## config.mk

```make
export PLATFORM = sky130hd
export DESIGN_NAME = myproject_mul_share_ctrl
export DESIGN_NICKNAME = d
export VERILOG_FILES = /design/src/rtl/myproject_mul_share_ctrl.sv
export SDC_FILE = /design/constraint.sdc
export NUM_CORES = 1
export LEC_CHECK = 0
export ABC_AREA = 1
export CAP_MARGIN = 20
export CORE_ASPECT_RATIO = 1.75
export CORE_UTILIZATION = 50
export DETAILED_ROUTE_END_ITERATION = 10
export HOLD_SLACK_MARGIN = 0.12
export PLACE_DENSITY = 0.76
export SLEW_MARGIN = 40
export SYNTH_ARGS = -nofsm -noshare
export SYNTH_HDL_FRONTEND = slang
export SYNTH_SLANG_ARGS = --single-unit
```

## constraint.sdc

```tcl
create_clock -name ap_clk -period 17.9 [get_ports ap_clk]
set_input_delay 5.37 -clock ap_clk [delete_from_list [all_inputs] [get_ports ap_clk]]
set_output_delay 5.37 -clock ap_clk [all_outputs]
set_load 0.02 [all_outputs]
```

## src/rtl/myproject_mul_share_ctrl.sv

```systemverilog
// -----------------------------------------------------------------------------
// myproject_mul_share_ctrl
//
// Shares one unsigned 16x14 -> 30-bit multiplier among NUM_REQ requesters.
// Each cycle a round-robin arbiter picks at most one valid requester. Its
// operands are multiplied and pushed into a MUL_STAGES-deep pipeline. The
// last stage presents the product, tagged with the requester index, on a
// single valid/ready result port.
//
// Parameters
//   NUM_REQ     number of requesters (2..8)
//   MUL_STAGES  pipeline registers from operand acceptance to result (1..4)
//   ID_WIDTH    requester tag width, clog2(NUM_REQ)
//
// Ports
//   ap_clk     in   clock, rising edge
//   ap_rst     in   synchronous active-high reset
//   req_valid  in   [NUM_REQ]      requester i presents operands
//   req_ready  out  [NUM_REQ]      requester i accepted this cycle (one-hot or 0)
//   req_a      in   [NUM_REQ*16]   packed operand A, requester i at [16i+15:16i]
//   req_b      in   [NUM_REQ*14]   packed operand B, requester i at [14i+13:14i]
//   res_valid  out                 result available
//   res_ready  in                  downstream accepts the result
//   res_data   out  [30]           product a*b
//   res_id     out  [ID_WIDTH]     requester that issued the operands
//   busy       out                 any pipeline stage holds a valid entry
//   op_count   out  [16]           completed result handshakes, wraps at 2^16
// -----------------------------------------------------------------------------
module myproject_mul_share_ctrl #(
    parameter int NUM_REQ    = 4,
    parameter int MUL_STAGES = 1,
    parameter int ID_WIDTH   = 2
) (
    input  logic                   ap_clk,
    input  logic                   ap_rst,
    input  logic [NUM_REQ-1:0]     req_valid,
    output logic [NUM_REQ-1:0]     req_ready,
    input  logic [NUM_REQ*16-1:0]  req_a,
    input  logic [NUM_REQ*14-1:0]  req_b,
    output logic                   res_valid,
    input  logic                   res_ready,
    output logic [29:0]            res_data,
    output logic [ID_WIDTH-1:0]    res_id,
    output logic                   busy,
    output logic [15:0]            op_count
);

    // Reduce an arbitrary non-negative integer to a requester index.
    function automatic logic [ID_WIDTH-1:0] idx_wrap(input int v);
        return ID_WIDTH'(v % NUM_REQ);
    endfunction

    // -------------------------------------------------------------------------
    // Operand unpacking
    // -------------------------------------------------------------------------
    logic [15:0] a_arr [NUM_REQ];
    logic [13:0] b_arr [NUM_REQ];

    genvar gi;
    generate
        for (gi = 0; gi < NUM_REQ; gi++) begin : g_unpack
            assign a_arr[gi] = req_a[16*gi +: 16];
            assign b_arr[gi] = req_b[14*gi +: 14];
        end
    endgenerate

    // -------------------------------------------------------------------------
    // Round-robin arbiter
    // -------------------------------------------------------------------------
    logic [ID_WIDTH-1:0] ptr_q;
    logic [ID_WIDTH-1:0] ptr_d;
    logic [NUM_REQ-1:0]  grant;
    logic [ID_WIDTH-1:0] grant_idx;
    logic                grant_found;
    logic                adv;
    logic                hs;

    // Search starts at ptr and wraps; the first valid requester wins.
    always_comb begin
        grant       = '0;
        grant_idx   = '0;
        grant_found = 1'b0;
        for (int off = 0; off < NUM_REQ; off++) begin
            if (!grant_found && req_valid[idx_wrap(int'(ptr_q) + off)]) begin
                grant_found = 1'b1;
                grant_idx   = idx_wrap(int'(ptr_q) + off);
            end
        end
        if (grant_found) begin
            grant[grant_idx] = 1'b1;
        end
    end

    // The whole pipeline moves only when the output slot is empty or being
    // drained, so a stalled result also blocks new acceptances.
    assign adv       = !res_valid || res_ready;
    assign req_ready = grant & {NUM_REQ{adv && !ap_rst}};
    assign hs        = |req_ready;

    // Pointer moves past the winner only on an actual handshake.
    always_comb begin
        ptr_d = ptr_q;
        if (hs) begin
            ptr_d = idx_wrap(int'(grant_idx) + 1);
        end
    end

    always_ff @(posedge ap_clk) begin
        if (ap_rst) begin
            ptr_q <= '0;
        end else begin
            ptr_q <= ptr_d;
        end
    end

    // -------------------------------------------------------------------------
    // Shared multiplier
    // -------------------------------------------------------------------------
    logic [15:0] a_sel;
    logic [13:0] b_sel;
    logic [29:0] product;

    assign a_sel   = a_arr[grant_idx];
    assign b_sel   = b_arr[grant_idx];
    assign product = {14'd0, a_sel} * {16'd0, b_sel};

    // -------------------------------------------------------------------------
    // Result pipeline: every stage shifts together on adv, holds otherwise.
    // Bubbles are kept so that latency stays fixed at MUL_STAGES.
    // -------------------------------------------------------------------------
    logic [MUL_STAGES-1:0] stage_valid_vec;

    generate
        for (gi = 0; gi < MUL_STAGES; gi++) begin : g_stage
            logic                valid_q;
            logic                valid_d;
            logic [ID_WIDTH-1:0] id_q;
            logic [ID_WIDTH-1:0] id_d;
            logic [29:0]         prod_q;
            logic [29:0]         prod_d;
            logic                in_valid;
            logic [ID_WIDTH-1:0] in_id;
            logic [29:0]         in_prod;

            if (gi == 0) begin : g_head
                // Non-handshake cycles insert a zeroed bubble.
                assign in_valid = hs;
                assign in_id    = hs ? grant_idx : '0;
                assign in_prod  = hs ? product : '0;
            end else begin : g_body
                assign in_valid = g_stage[gi-1].valid_q;
                assign in_id    = g_stage[gi-1].id_q;
                assign in_prod  = g_stage[gi-1].prod_q;
            end

            always_comb begin
                valid_d = valid_q;
                id_d    = id_q;
                prod_d  = prod_q;
                if (adv) begin
                    valid_d = in_valid;
                    id_d    = in_id;
                    prod_d  = in_prod;
                end
            end

            always_ff @(posedge ap_clk) begin
                if (ap_rst) begin
                    valid_q <= 1'b0;
                    id_q    <= '0;
                    prod_q  <= '0;
                end else begin
                    valid_q <= valid_d;
                    id_q    <= id_d;
                    prod_q  <= prod_d;
                end
            end

            assign stage_valid_vec[gi] = valid_q;
        end
    endgenerate

    assign res_valid = g_stage[MUL_STAGES-1].valid_q;
    assign res_id    = g_stage[MUL_STAGES-1].id_q;
    assign res_data  = g_stage[MUL_STAGES-1].prod_q;
    assign busy      = |stage_valid_vec;

    // -------------------------------------------------------------------------
    // Completed-result counter (wraps naturally at 16 bits)
    // -------------------------------------------------------------------------
    logic [15:0] op_count_q;
    logic [15:0] op_count_d;

    always_comb begin
        op_count_d = op_count_q;
        if (res_valid && res_ready) begin
            op_count_d = op_count_q + 16'd1;
        end
    end

    always_ff @(posedge ap_clk) begin
        if (ap_rst) begin
            op_count_q <= '0;
        end else begin
            op_count_q <= op_count_d;
        end
    end

    assign op_count = op_count_q;

endmodule

```

==> results_dict.tcl <==
set metrics [dict create \
    timing.final.crit_share 0.787 \
    tns_ns 0 \
    postSynth.asyncResetShare 0 \
    slew_headroom 0.563 \
    yosys_warnings 0 \
    worst_ep_arrival_time_ns 8.71 \
    seq_area_frac_synth 0.0942 \
    worstSetupPathType "in2out" \
    synth_top_cell_area_share 0.305 \
    grt_pass1_wl_mm 56.4 \
    antenna_found_initial 0 \
    ys_ff_latch 51 \
    gp_congestion 0.971 \
    max_cap_violations 0 \
    cts_resized 0 \
    cts_hold_buf 0 \
    start_kind "input port" \
    drv_slew 0 \
    via_per_inst 5.23 \
    dpl.hpwl_mm 29.5 \
    finalNetCount 2068 \
    io_pins 181 \
    dp_cells 1958 \
    synthDistinctLibCells 33 \
    final_cells 1966 \
    timing.fmax_ghz 0.0710 \
    synth_most_common_cell "nand2_1" \
    vias 10300 \
    required_ns 12.53 \
    overflow 0 \
    dieHeight_um 197 \
    synth_area_per_cell_um2 7.07 \
    clk_latency_ns 0.30 \
    yosysTopAreaCell "fa_1" \
    post_cts.repair.setup_buffers 0 \
    area_growth_pct 19.1 \
    hold_class "reg2reg" \
    clkTransAtPathRegs_ns 0.07 \
    antenna_left 0 \
    cts_made_buffers 5 \
    synth_fp_nets 1924 \
    cp_max_fo 70 \
    rows 70 \
    clk_path_buf_depth 2 \
    num_antenna_cells 0 \
    hold_violations 0 \
    worstMarginPinSlew_ns 0.655 \
    cp-end-kind "primary output" \
    setup_violations 0 \
    die_area_um2 22300 \
    ys_top_cells_by_count "nand2_1, inv_1, nor2_1" \
    drive_gt1_frac 0.0352 \
    drt_iter0_markers 580 \
    cts_tree "built" \
    start_util 0.513 \
    synth-edff-count 0 \
    rsz0062_at_grt "false" \
    wl_mm 34.9 \
    die_w_um 113 \
    finalCriticalPeriod_ns 14.08 \
    numPortBuffers 180 \
    synth_cells 1533 \
    coreArea_um2 21100 \
    cts_sinks 51 \
    h-tree-depth 2 \
    outcome "complete, no violations" \
    cts_root_buffer "clkbuf_16" \
    firstDrtPassIters 6 \
    synthTopCellsByArea "fa_1, nand2_1, ha_1, inv_1, dfxtp_1" \
    routedWlPerCell_um 17.7 \
    ys.flop_type "dfxtp_1" \
    grt_pass1_vias 11000 \
    grt_start_max_net_pins 71 \
    drc 0 \
    grt_usage 0.330 \
    finClkSkew_ns 0.00689 \
    synth_area_um2 10800 \
]
kinds of logic after synthesis:
family                     after synthesis  synth area share
adders and majority gates              264             0.419
and+or+nand+nor                        712             0.270
buffers and inverters                  346             0.130
xor gates and xnor gates                20            0.0162
DFF                                     51            0.0942
AOI/OAI and AO/OA                      140            0.0705
worst paths after layout:
| path | from | end | slack, ns | depth (start not counted) |
|---|---|---|---|---|
| setup / recovery | req_valid[3] | req_ready[1] | 3.82 | 14 |
| hold / removal | res_data[4] | res_data[4] | 0.47 | 2 |
| setup reg to reg | ptr_q[0] | res_data[28] | 9.30 | 33 |
| hold reg to reg | res_data[4] | res_data[4] | 0.47 | 2 |
critical path: stages:
cell             delay [ns]
clkdlybuf4s50_1        0.42
inv_1                  0.08
nand2_1                0.07
nand3_1                0.14
nand2_1                0.09
nand2_1                0.11
nand2_1                0.07
nand2_2                0.11
nand3_4                0.47
inv_4                  0.72
ha_1                   0.26
nand3_1                0.08
inv_1                  0.08
clkdlybuf4s50_1        0.61
layout by cell type, fill, tap and decap left out, types with 5 or more instances in the layout:
cell,count
a31oi_1,5
a21o_1,5
xnor2_1,11
xor2_1,9
o21bai_1,5
o21ai_0,31
ha_1,99
fa_1,165
dfxtp_1,51
o211ai_1,5
nand2_1,400
nand3_1,84
inv_1,280
nand4_1,13
o21ai_1,6
a21oi_1,77
clkdlybuf4s50_1,180
clkbuf_16,5
inv_2,19
nor3_1,7
nor2_1,177
nand2_2,21
metrics by stage:
stage	setup slack, ns	util	cell area (um^2)	hold WS, ns
2_1_floorplan	5.81	-	10800	0.507
3_3_place_gp	3.55	0.604	12700	0.453
3_5_place_dp	3.88	0.604	12700	0.458
4_1_cts	3.86	0.611	12900	0.469
5_1_grt	3.56	0.611	12900	0.487
6_report	3.82	0.611	12900	0.467
registers in the layout, indices dropped and copies added, names as in the netlist:
register,flops
busy,1
op_count,16
ptr_q,2
res_data,30
res_id,2
metal layers:
| layer | global-route usage | vias up | wire (um) |
|---|---|---|---|
| li1 | - | 4939 | - |
| met1 | 0.343 | 4833 | 12000 |
| met2 | 0.616 | 369 | 18400 |
| met3 | 0.0372 | 147 | 1720 |
| met4 | 0.221 | 0 | 2710 |
| met5 | 0 | - | 0 |
final cells by class:
cell class | instances | area [um^2]
clock inverters | 2 | 16.3
multi-input cells | 1136 | 8410
repair buffers | 183 | 1820
inverters | 300 | 1130
well taps | 288 | 360
flip-flops and latches | 51 | 1020
clock buffers | 6 | 139
fillers | 1993 | 8210
Power is left out: the tool's default activity adds up to more than one toggle a clock period on the data nets, which glitch-free logic cannot reach.
